### src/rtl/fifo_stream_reader.sv
// ---------------------------------------------------------------------------
// fifo_stream_reader
//
// Read side of the synchronous FIFO. Pops words, absorbs the FIFO's one-cycle
// registered read latency and re-presents the words as a valid/ready stream
// that can move one word per clock.
//
// A 2-entry skid buffer (head/tail) holds captured words. A pop is only issued
// when the word it produces is guaranteed a slot, so the buffer cannot overflow.
//
// Ports
//   clk            : clock, all logic on posedge
//   rst_n          : synchronous reset, active-low
//   enable         : 1 = new pops permitted (in-flight/buffered words still drain)
//   fifo_empty     : FIFO empty flag
//   fifo_read_data : FIFO read data, valid the cycle after an accepted pop
//   fifo_pop       : pop request to the FIFO (combinational)
//   m_valid        : output word valid
//   m_data         : output word (buffer head)
//   m_ready        : consumer ready
//   beat_count     : completed output handshakes, wraps
//   busy           : a word is in flight or buffered
// ---------------------------------------------------------------------------
module fifo_stream_reader #(
    parameter int WIDTH = 8,
    parameter int CNT_W = 16
) (
    input  logic             clk,
    input  logic             rst_n,
    input  logic             enable,
    input  logic             fifo_empty,
    input  logic [WIDTH-1:0] fifo_read_data,
    output logic             fifo_pop,
    output logic             m_valid,
    output logic [WIDTH-1:0] m_data,
    input  logic             m_ready,
    output logic [CNT_W-1:0] beat_count,
    output logic             busy
);

    localparam logic [CNT_W-1:0] BEAT_ONE = {{(CNT_W-1){1'b0}}, 1'b1};

    logic             r_inflight;
    logic [1:0]       r_count;
    logic [WIDTH-1:0] r_head;
    logic [WIDTH-1:0] r_tail;
    logic [CNT_W-1:0] r_beat_count;

    logic             w_deq;
    logic [2:0]       w_occ;
    logic             w_room;

    assign w_deq  = m_valid & m_ready;
    // Words already committed to the buffer: stored plus the one in flight.
    assign w_occ  = {1'b0, r_count} + {2'b00, r_inflight};
    // A new pop lands next cycle; it needs a free slot, either now or one
    // freed by this edge's handshake.
    assign w_room = (w_occ <= 3'd1) | ((w_occ == 3'd2) & w_deq);

    assign fifo_pop   = rst_n & enable & ~fifo_empty & w_room;
    assign m_valid    = (r_count != 2'd0);
    assign m_data     = r_head;
    assign beat_count = r_beat_count;
    assign busy       = r_inflight | (r_count != 2'd0);

    always_ff @(posedge clk) begin
        if (!rst_n) begin
            r_inflight   <= 1'b0;
            r_count      <= 2'd0;
            r_head       <= '0;
            r_tail       <= '0;
            r_beat_count <= '0;
        end else begin
            r_inflight <= fifo_pop;

            if (w_deq) begin
                r_beat_count <= r_beat_count + BEAT_ONE;
            end

            unique case ({w_deq, r_inflight})
                2'b11: begin
                    // Dequeue and capture together: tail shifts to head first,
                    // the new word goes in behind it. Count is unchanged.
                    if (r_count == 2'd2) begin
                        r_head <= r_tail;
                        r_tail <= fifo_read_data;
                    end else begin
                        r_head <= fifo_read_data;
                    end
                end
                2'b10: begin
                    r_head  <= r_tail;
                    r_count <= r_count - 2'd1;
                end
                2'b01: begin
                    if (r_count == 2'd0) begin
                        r_head <= fifo_read_data;
                    end else begin
                        r_tail <= fifo_read_data;
                    end
                    r_count <= r_count + 2'd1;
                end
                default: begin
                end
            endcase
        end
    end

endmodule

### config.mk
export PLATFORM = sky130hd
export DESIGN_NAME = fifo_stream_reader
export DESIGN_NICKNAME = d
export VERILOG_FILES = /design/src/rtl/fifo_stream_reader.sv
export SDC_FILE = /design/constraint.sdc
export NUM_CORES = 1
export LEC_CHECK = 0
export BUFFER_PORTS_ARGS = -buffer_cell sky130_fd_sc_hd__buf_2
export CAP_MARGIN = 25
export CORE_ASPECT_RATIO = 0.9
export CORE_UTILIZATION = 45
export DETAILED_ROUTE_END_ITERATION = 6
export HOLD_SLACK_MARGIN = 0.08
export PLACE_DENSITY = 0.71
export SYNTH_ARGS = -nofsm -noshare
export SYNTH_HDL_FRONTEND = slang
export SYNTH_SLANG_ARGS = --single-unit
### constraint.sdc
create_clock -name clk -period 2.1 [get_ports clk]
set_input_delay 0 -clock clk [delete_from_list [all_inputs] [get_ports clk]]
set_output_delay 0 -clock clk [all_outputs]
set_load 0.01 [all_outputs]
; ---- Word level (Yosys, flattened, before mapping)
; Index checks and enable logic that the tools add are counted.
[word_totals]
reg_bits = 35
in_bits = 13
out_inout_bits = 27
elab_cells = 40
[classes]
n_addsub = 4
magnitude_cmp = 1
eq_ne = 8
mux = 7
bitwise_logic = 8
reduce_logical = 7
[ops]
columns = op, n
row1 = $mux 8, 4
row2 = $pmux 8 s3, 1
row3 = $add 16x1->16 const B, 1
row4 = $pmux 8 s2, 1
row5 = $eq 2x2->1 const B, 3
row6 = $ne 2x2->1 const B, 3
row7 = $reduce_bool 2->1, 3
row8 = $and 1x1->1, 5
row9 = $pmux 2 s2, 1
row10 = $add 2x1->3, 1
row11 = $eq 3x2->1 const B, 1
row12 = $le 3x1->1 const B, 1
row13 = $reduce_and 3->1, 1
row14 = $reduce_bool 3->1, 1
row15 = $add 2x1->2 const B, 1
row16 = $eq 2x1->1 const B, 1
row17 = $logic_not 2->1, 1
row18 = $or 1x1->1, 2
row19 = $reduce_and 2->1, 1
row20 = $sub 2x1->2 const B, 1
row21 = $not 1->1, 1

; ---- Longest topological paths before layout
; Gate-level depths: netlist of run 1.
[depth]
depth_word = 5
depth_mapped = 10
ltp_nobuf = 9

; ---- Least setup slack after synthesis of run 1
; OpenSTA, ideal clock, no wires.
[synth_path]
path_type = register -> register
startpoint = register r_count[0]
endpoint = register r_tail[0]
setup_ns = 0.128
arrival_time_ns = 2.088
required_time_ns = 1.972
slack_ns = -0.116
path_stages_with_launch = 11
n_path_buf = 2
period_less_slack_ns = 2.216
cell_sequence = dfxtp_1 > buf_4 > nor2_1 > inv_1 > nand2_1 > ha_1 > buf_2 > nor2_1 > a211oi_2 > mux2i_1 > nor2_1
[synth_via]
elab_chain_len = 5
elab_cells_between_ends = 11
cone_classes = eq/ne: 5 / mux: 1 / bitwise: 1 / reduce/logical: 4
[synth_lines]
columns = item, line_no
row1 = "start, declared", 44  ; logic [1:0] r_count;
row2 = "start signal, assigned", 93  ; r_count <= r_count - 2'd1;
row3 = "start signal, assigned", 101  ; r_count <= r_count + 2'd1;
row4 = $reduce_bool 2->1 (*), 61  ; assign m_valid = (r_count != 2'd0);
row5 = named net m_valid, 34  ; output logic m_valid,
row6 = $and 1x1->1 (*), 53  ; assign w_deq = m_valid & m_ready;
row7 = $eq 2x1->1 or $eq 2x2->1 (tied branches), 80  ; unique case ({w_deq, r_inflight})
row8 = $ne 2x2->1 (no source line) or $reduce_bool 2->1 (tied branches), -
row9 = $reduce_and 3->1 (no source line), -
row10 = "end signal, assigned", 86  ; r_tail <= fifo_read_data;
row11 = "end signal, assigned", 99  ; r_tail <= fifo_read_data;
row12 = "end, declared", 46  ; logic [WIDTH-1:0] r_tail;
; Mark *: on every way through the listed nets, which the timed path passes. The rest lies on a longest branch.
; A chain may end at the register's enable or synchronous reset.

; ---- Final worst setup path of run 1
[layout_path]
startpoint = register r_count[0]
endpoint = register r_inflight
[layout_via]
elab_chain_len = 5
elab_cells_between_ends = 8
cone_classes = add/sub: 1 / order compare: 1 / eq/ne: 1 / bitwise: 4 / reduce/logical: 1
[layout_lines]
columns = item, line_no
row1 = "parallel branches: the longest is 3 deep, another holds $add 2x1->3", -
row2 = $or 1x1->1 (*), 58  ; assign w_room = (w_occ <= 3'd1) | ((w_occ == 3'd2) & w_deq);
row3 = $and 1x1->1 (*), 60  ; assign fifo_pop = rst_n & enable & ~fifo_empty & w_room;
row4 = "end signal, assigned", 74  ; r_inflight <= fifo_pop;
row5 = "end, declared", 43  ; logic r_inflight;
; Mark *: on every way between the ends.

==> metrics.txt, run 1 <==
Max Cap Viol 0; Critical Path Source Type flop; row count 20; CTS Root Cell clkbuf_8; cell taking the most area after synthesis dfxtp_1; Die Ht approximately 60 um; reg2reg start r_count[0]; # diodes 0; Worst-Skew Late Latency roughly 290 ps; vias in the first global route 1278; Post-DRT Antenna Nets 0; layout cells sized above 1 between 20 and 25%; delay-heaviest family, CP buffers and inverters; EDFF count, synth 0; cts repair resizes 0; count leader, synth dfxtp_1; CP max stage delay around 550 ps; WP data arrival 2110 ps; Slew Limit Headroom between 60% and 70%; Num CTS Buffers 5; Synth Instances between 150 and 200; final core occ approximately three fifths; setup TNS 0 ps; Pwr Density about 950 mW/mm^2; Yosys reg bits 35; Nets 257; sequential fraction of the synthesis area just over 40%; Worst path most repeated cell ha_1; unrepaired setup endpoints after global routing no; fin. max-slew vios 0; hold path start m_ready; first-pass GRT wire length 6020 um; number of antenna violations at the first check in global routing 0; setup violators final 0; Syn Area/Cell ~9 um^2; grt total ovfl 0; Ports 40; H-tree depth 2; final worst-path cycle share roughly nine tenths; Max IR drop VDD just under 600 uV; worst hold-check path type in2reg; outcome completed; Mapped Area 0.00169 mm^2; critical path's slowest cell dlygate4sd3_1; die width between 60 and 70 um; vias ~1500; fmax 0.518 GHz; Setup WS pre-CTS 227 ps; hold_buf cts 10; crit end category flop; minimum clock period a little under 2000 ps; GR Util All Layers around a fifth; TritonCTS clock tree yes; worst path cell trace buf_4 -> ha_1 -> inv_1 -> ha_1 -> a31oi_1 -> nor3_1 -> dlygate4sd3_1; crit path from r_count[0]; Area Growth Syn to Fin 25.9%; Leak 0.935 nW; Initial Util 48.6%; min setup slack post-route roughly 170 ps; Initial DRC Count 97; most frequent cells after synthesis 35 x dfxtp_1, 25 x nor2_1, 17 x mux2i_1; Final Hold Fails 0; Worst Skew 2.93 ps; DR pass1 iterations 4; Synth Flop Type dfxtp_1; Synth top area share 41.5%; Yosys cell types 30; via-per-instance ratio ~5.4; final WL between 3000 and 4000 um; Yosys warnings 0; Crit Path Class reg2reg; core area 0.00348 mm^2; worst-margin pin slew 572 ps; largest net degree at the start of global routing 27; Setup Buffers After CTS 0; asr flop ratio synth 0%; synthesized net count 205; drt wl/cell 12.9 um; CP required approximately 2300 ps; die area around 0.0040 mm^2; crit path max fanout 7; CTS clk-pin slew, worst paths about 70 ps; DRC Markers 0; port bufs 39; # clock sinks 35; crit path buf inv count 3; ranking of synthesized cells by area dfxtp_1 41%, mux2i_1 10%, nor2_1 5.6%; clock buffer depth 2; GPL Wtd Cong ~0.73; HPWL Detailed between 2000 and 2500 um
==> worst paths after layout <==
path                                      end  slack, ps  cells past startpoint
worst max-delay path               r_inflight        170                      7
worst min-delay path            beat_count[3]        170                      4
worst max register to register     r_inflight        170                      7
worst min register to register      m_data[6]        480                      1
==> report_power, final <==
group | total [mW] | switching, mW | internal, mW | leakage, nW
clock network | 0.470 | 0.237 | 0.233 | 0.0422
logic | 0.752 | 0.421 | 0.330 | 0.609
registers | 0.794 | 0.0496 | 0.745 | 0.283
==> routing by layer <==
| metal | GRT usage (%) | up-vias | wire, um |
|---|---|---|---|
| li1 | - | 772 | - |
| met1 | 28.3 | 705 | 1840 |
| met2 | 29.3 | 34 | 1550 |
| met3 | 7.44 | 6 | 200 |
| met4 | 7.90 | 0 | 56 |
| met5 | 0 | - | 0 |
==> worst reg2reg max path, stage by stage, from the launching register on <==
cell           delay [ps]
dfxtp_1               350
buf_4                 180
ha_1                  180
inv_1                  50
ha_1                  260
a31oi_1               180
nor3_1                 70
dlygate4sd3_1         550
==> state kept, by name, indices dropped and copies added (netlist names) <==
name and cells:
r_inflight 1, m_data 8, r_tail 8, beat_count 16
r_count 2
==> placed cells by master (no fill, tap or decap), types with 2 or more instances in the layout <==
cell type,n
buf_2,39
dfxtp_1,35
nor2_1,24
mux2i_1,17
a21oi_1,14
dlygate4sd3_1,10
nand2_1,9
xnor2_1,8
a221oi_1,8
a22o_1,8
ha_1,7
nor3_1,6
nand4_1,6
inv_1,5
xor2_1,5
o21ai_0,5
or3_1,5
clkbuf_8,5
buf_4,5
nor4_1,3
clkbuf_1,2
==> kinds of logic after synthesis <==
kind of cell,count (synthesis),share of synthesized area (%)
flip-flops,35,41.5
multiplexers,17,10.1
buffers and inverters,16,4.00
XOR/XNOR,13,6.74
AO/OA/AOI/OAI,39,16.3
adder cells (fa/ha/maj),7,5.18
AND/OR/NAND/NOR,58,16.3
==> area by class of cell <==
class / instances / area (um^2)
Timing Repair Buffer: 54 / 333
Sequential cell: 35 / 701
Multi-Input combinational cell: 134 / 932
Inverter: 7 / 26.3
Clock inverter: 1 / 5.00
Clock buffer: 7 / 76.3
Tap cell: 44 / 55.1
Fill cell: 327 / 1350
==> stage by stage <==
| stage | hold slack, ps | instance area [um^2] | cells | power (mW) |
|---|---|---|---|---|
| global route | 205 | 2130 | 282 | 2.15 |
| CTS | 169 | 2130 | 282 | 2.03 |
| global placement | 181 | 1950 | 264 | 1.53 |
| floorplan | 54.4 | 1700 | 185 | 1.33 |
| detailed placement | 183 | 1950 | 264 | 1.54 |
| finish | 174 | 2130 | 282 | 2.02 |
Power figures use the tool's default switching activity.
==> run 2, diff against run 1 <==
--- a/config.mk
+++ b/config.mk
@@ -5,7 +5,7 @@
 export SDC_FILE = /design/constraint.sdc
 export NUM_CORES = 1
 export LEC_CHECK = 0
-export BUFFER_PORTS_ARGS = -buffer_cell sky130_fd_sc_hd__buf_2
+export BUFFER_PORTS_ARGS = -buffer_cell sky130_fd_sc_hd__buf_4
 export CAP_MARGIN = 25
 export CORE_ASPECT_RATIO = 0.9
 export CORE_UTILIZATION = 45
==> run 2 against run 1 <==
Net effect:
- global-route usage increased by 1.0 points
- clock power about the same
- setup slack got worse by 28 ps
- total power increased by 3.8%
- critical path depth increased by 2
- die area unchanged
- register-to-register slack got worse by 30 ps
==> metrics.txt, run 2 (synthesis results as in run 1) <==
outcome completed; Critical Path Source Type flop; worst-margin pin slew slightly below 600 ps; # diodes 0; minimum clock period around 2000 ps; worst hold-check path type in2reg; WP data arrival approximately 2100 ps; WHS between 200 and 250 ps; fmax roughly 0.51 GHz; setup TNS 0 ps; drt wl/cell 13.7 um; GPL Wtd Cong 0.751; GR Util All Layers 21.7%; Largest register FFs 16; commonest non-fill, non-tap cells in the layout 44 x buf_4, 35 x dfxtp_1, 24 x nor2_1; HPWL Detailed between 2000 and 3000 um; largest net degree at the start of global routing 28; critical path's slowest cell ha_1; clock buffer depth 2; port bufs 39; Initial DRC Count between 100 and 150; delay-heaviest family, CP simple AND/OR/NAND/NOR gates; CP max stage delay around 380 ps; grt total ovfl 0; layout cells sized above 1 approximately a quarter; Worst Skew 4.07 ps; Initial Util roughly half; Ports 40; core area between 0.003 and 0.004 mm^2; via-per-instance ratio between 5 and 6; Crit Path Class reg2reg; # clock sinks 35; crit path max fanout 10; final WL about 3900 um; Slew Limit Headroom 60.6%; row count 20; CTS clk-pin slew, worst paths 70 ps; unrepaired setup endpoints after global routing no; DRC Markers 0; H-tree depth 2; CP required about 2300 ps; crit path buf inv count 2; DR pass1 iterations 4; Final Hold Fails 0; Die Ht about 60 um; CTS Root Cell clkbuf_8; Post-DRT Antenna Nets 0; first-pass GRT wire length 6440 um; Area Growth Syn to Fin 32.2%; Design Area, Final 0.00223 mm^2; Worst-Skew Late Latency 290 ps; crit end category flop; setup violators final 0; die area roughly 0.0040 mm^2; die width approximately 67 um; Nets 257; vias in the first global route 1476; final worst-path cycle share 93.3%; number of antenna violations at the first check in global routing 0; Max Cap Viol 0; vias around 1600; total power 2.09 mW; Setup Buffers After CTS 0; commonest non-fill, non-tap cell in the layout buf_4; Worst path most repeated cell nor2_1; Max IR drop VDD about 530 uV; worst path cell trace nor2_2 -> inv_1 -> nand2_1 -> ha_1 -> nor2_1 -> a211oi_4 -> buf_4 -> mux2i_1 -> nor2_1; Leak 0.950 nW; Pwr Density about 940 mW/mm^2; Num CTS Buffers 5; Filler Cells Inserted 292; fin. max-slew vios 0; TritonCTS clock tree yes; Post-DP Area between 0.002 and 0.0025 mm^2
==> run 2: cell types whose count changed in the layout (fill, tap and decap cells not counted) <==
cell	change
buf_2	-39
a31oi_2	+1
clkbuf_1	-2
a31oi_1	-1
clkinv_2	+2
buf_4	+39
==> run 2: cell type report <==
class | count | area (um^2) | share of cell area, %
repair buffers | 54 | 430 | 19.3
flip-flops and latches | 35 | 701 | 31.4
clock buffers | 5 | 68.8 | 3.08
multi-input cells | 134 | 938 | 42.0
well taps | 44 | 55.1 | 2.46
clock inverters | 3 | 15.0 | 0.672
inverters | 7 | 26.3 | 1.18
==> run 2: final timing paths <==
| path | slack (ps) | start | end | cells after the start |
|---|---|---|---|---|
| worst max-delay path | 140 | r_count[1] | r_tail[2] | 9 |
| worst min-delay path | 210 | m_ready | beat_count[3] | 4 |
| worst max register to register | 140 | r_count[1] | r_tail[2] | 9 |
| worst min register to register | 480 | m_data[6] | m_data[6] | 1 |
==> run 2: repair_timing <==
item	in CTS	in global routing
setup endpoints to repair	0	1
hold endpoints to repair	9	0
gates resized for setup	0	1
hold buffers	10	0
==> run 2: through the flow <==
step / instances / setup WS, ps / util (%)
4_1_cts: 282 / 88.8 / 64.1
3_3_place_gp: 264 / 299 / 58.8
3_5_place_dp: 264 / 196 / 58.8
6_report: 282 / 141 / 64.2
5_1_grt: 282 / 12.1 / 64.2
2_1_floorplan: 185 / 50.0 / -
==> run 2: worst register-to-register path, delay by kind of cell, from the launching register on <==
family | cells | cell delay, ps
simple gates | 4 | 430
flops | 1 | 320
buf+inv | 2 | 300
mux | 1 | 240
compound gates | 1 | 170
fa+ha+maj | 1 | 380
==> run 2: report_power, final <==
part	total (mW)	internal (mW)	leakage (nW)	switching [mW]
Combinational	0.822	0.382	0.619	0.439
Clock	0.471	0.227	0.0477	0.244
Sequential	0.799	0.745	0.283	0.0548
Total	2.09	1.35	0.950	0.738
==> run 2: per-layer routing <==
layer	vias to the layer above	track usage [%]	share of wire [%]
met1	742	26.3	46
met4	0	11.9	0.75
li1	767	-	-
met5	-	0	0
met3	4	5.15	5.6
met2	40	35.4	47
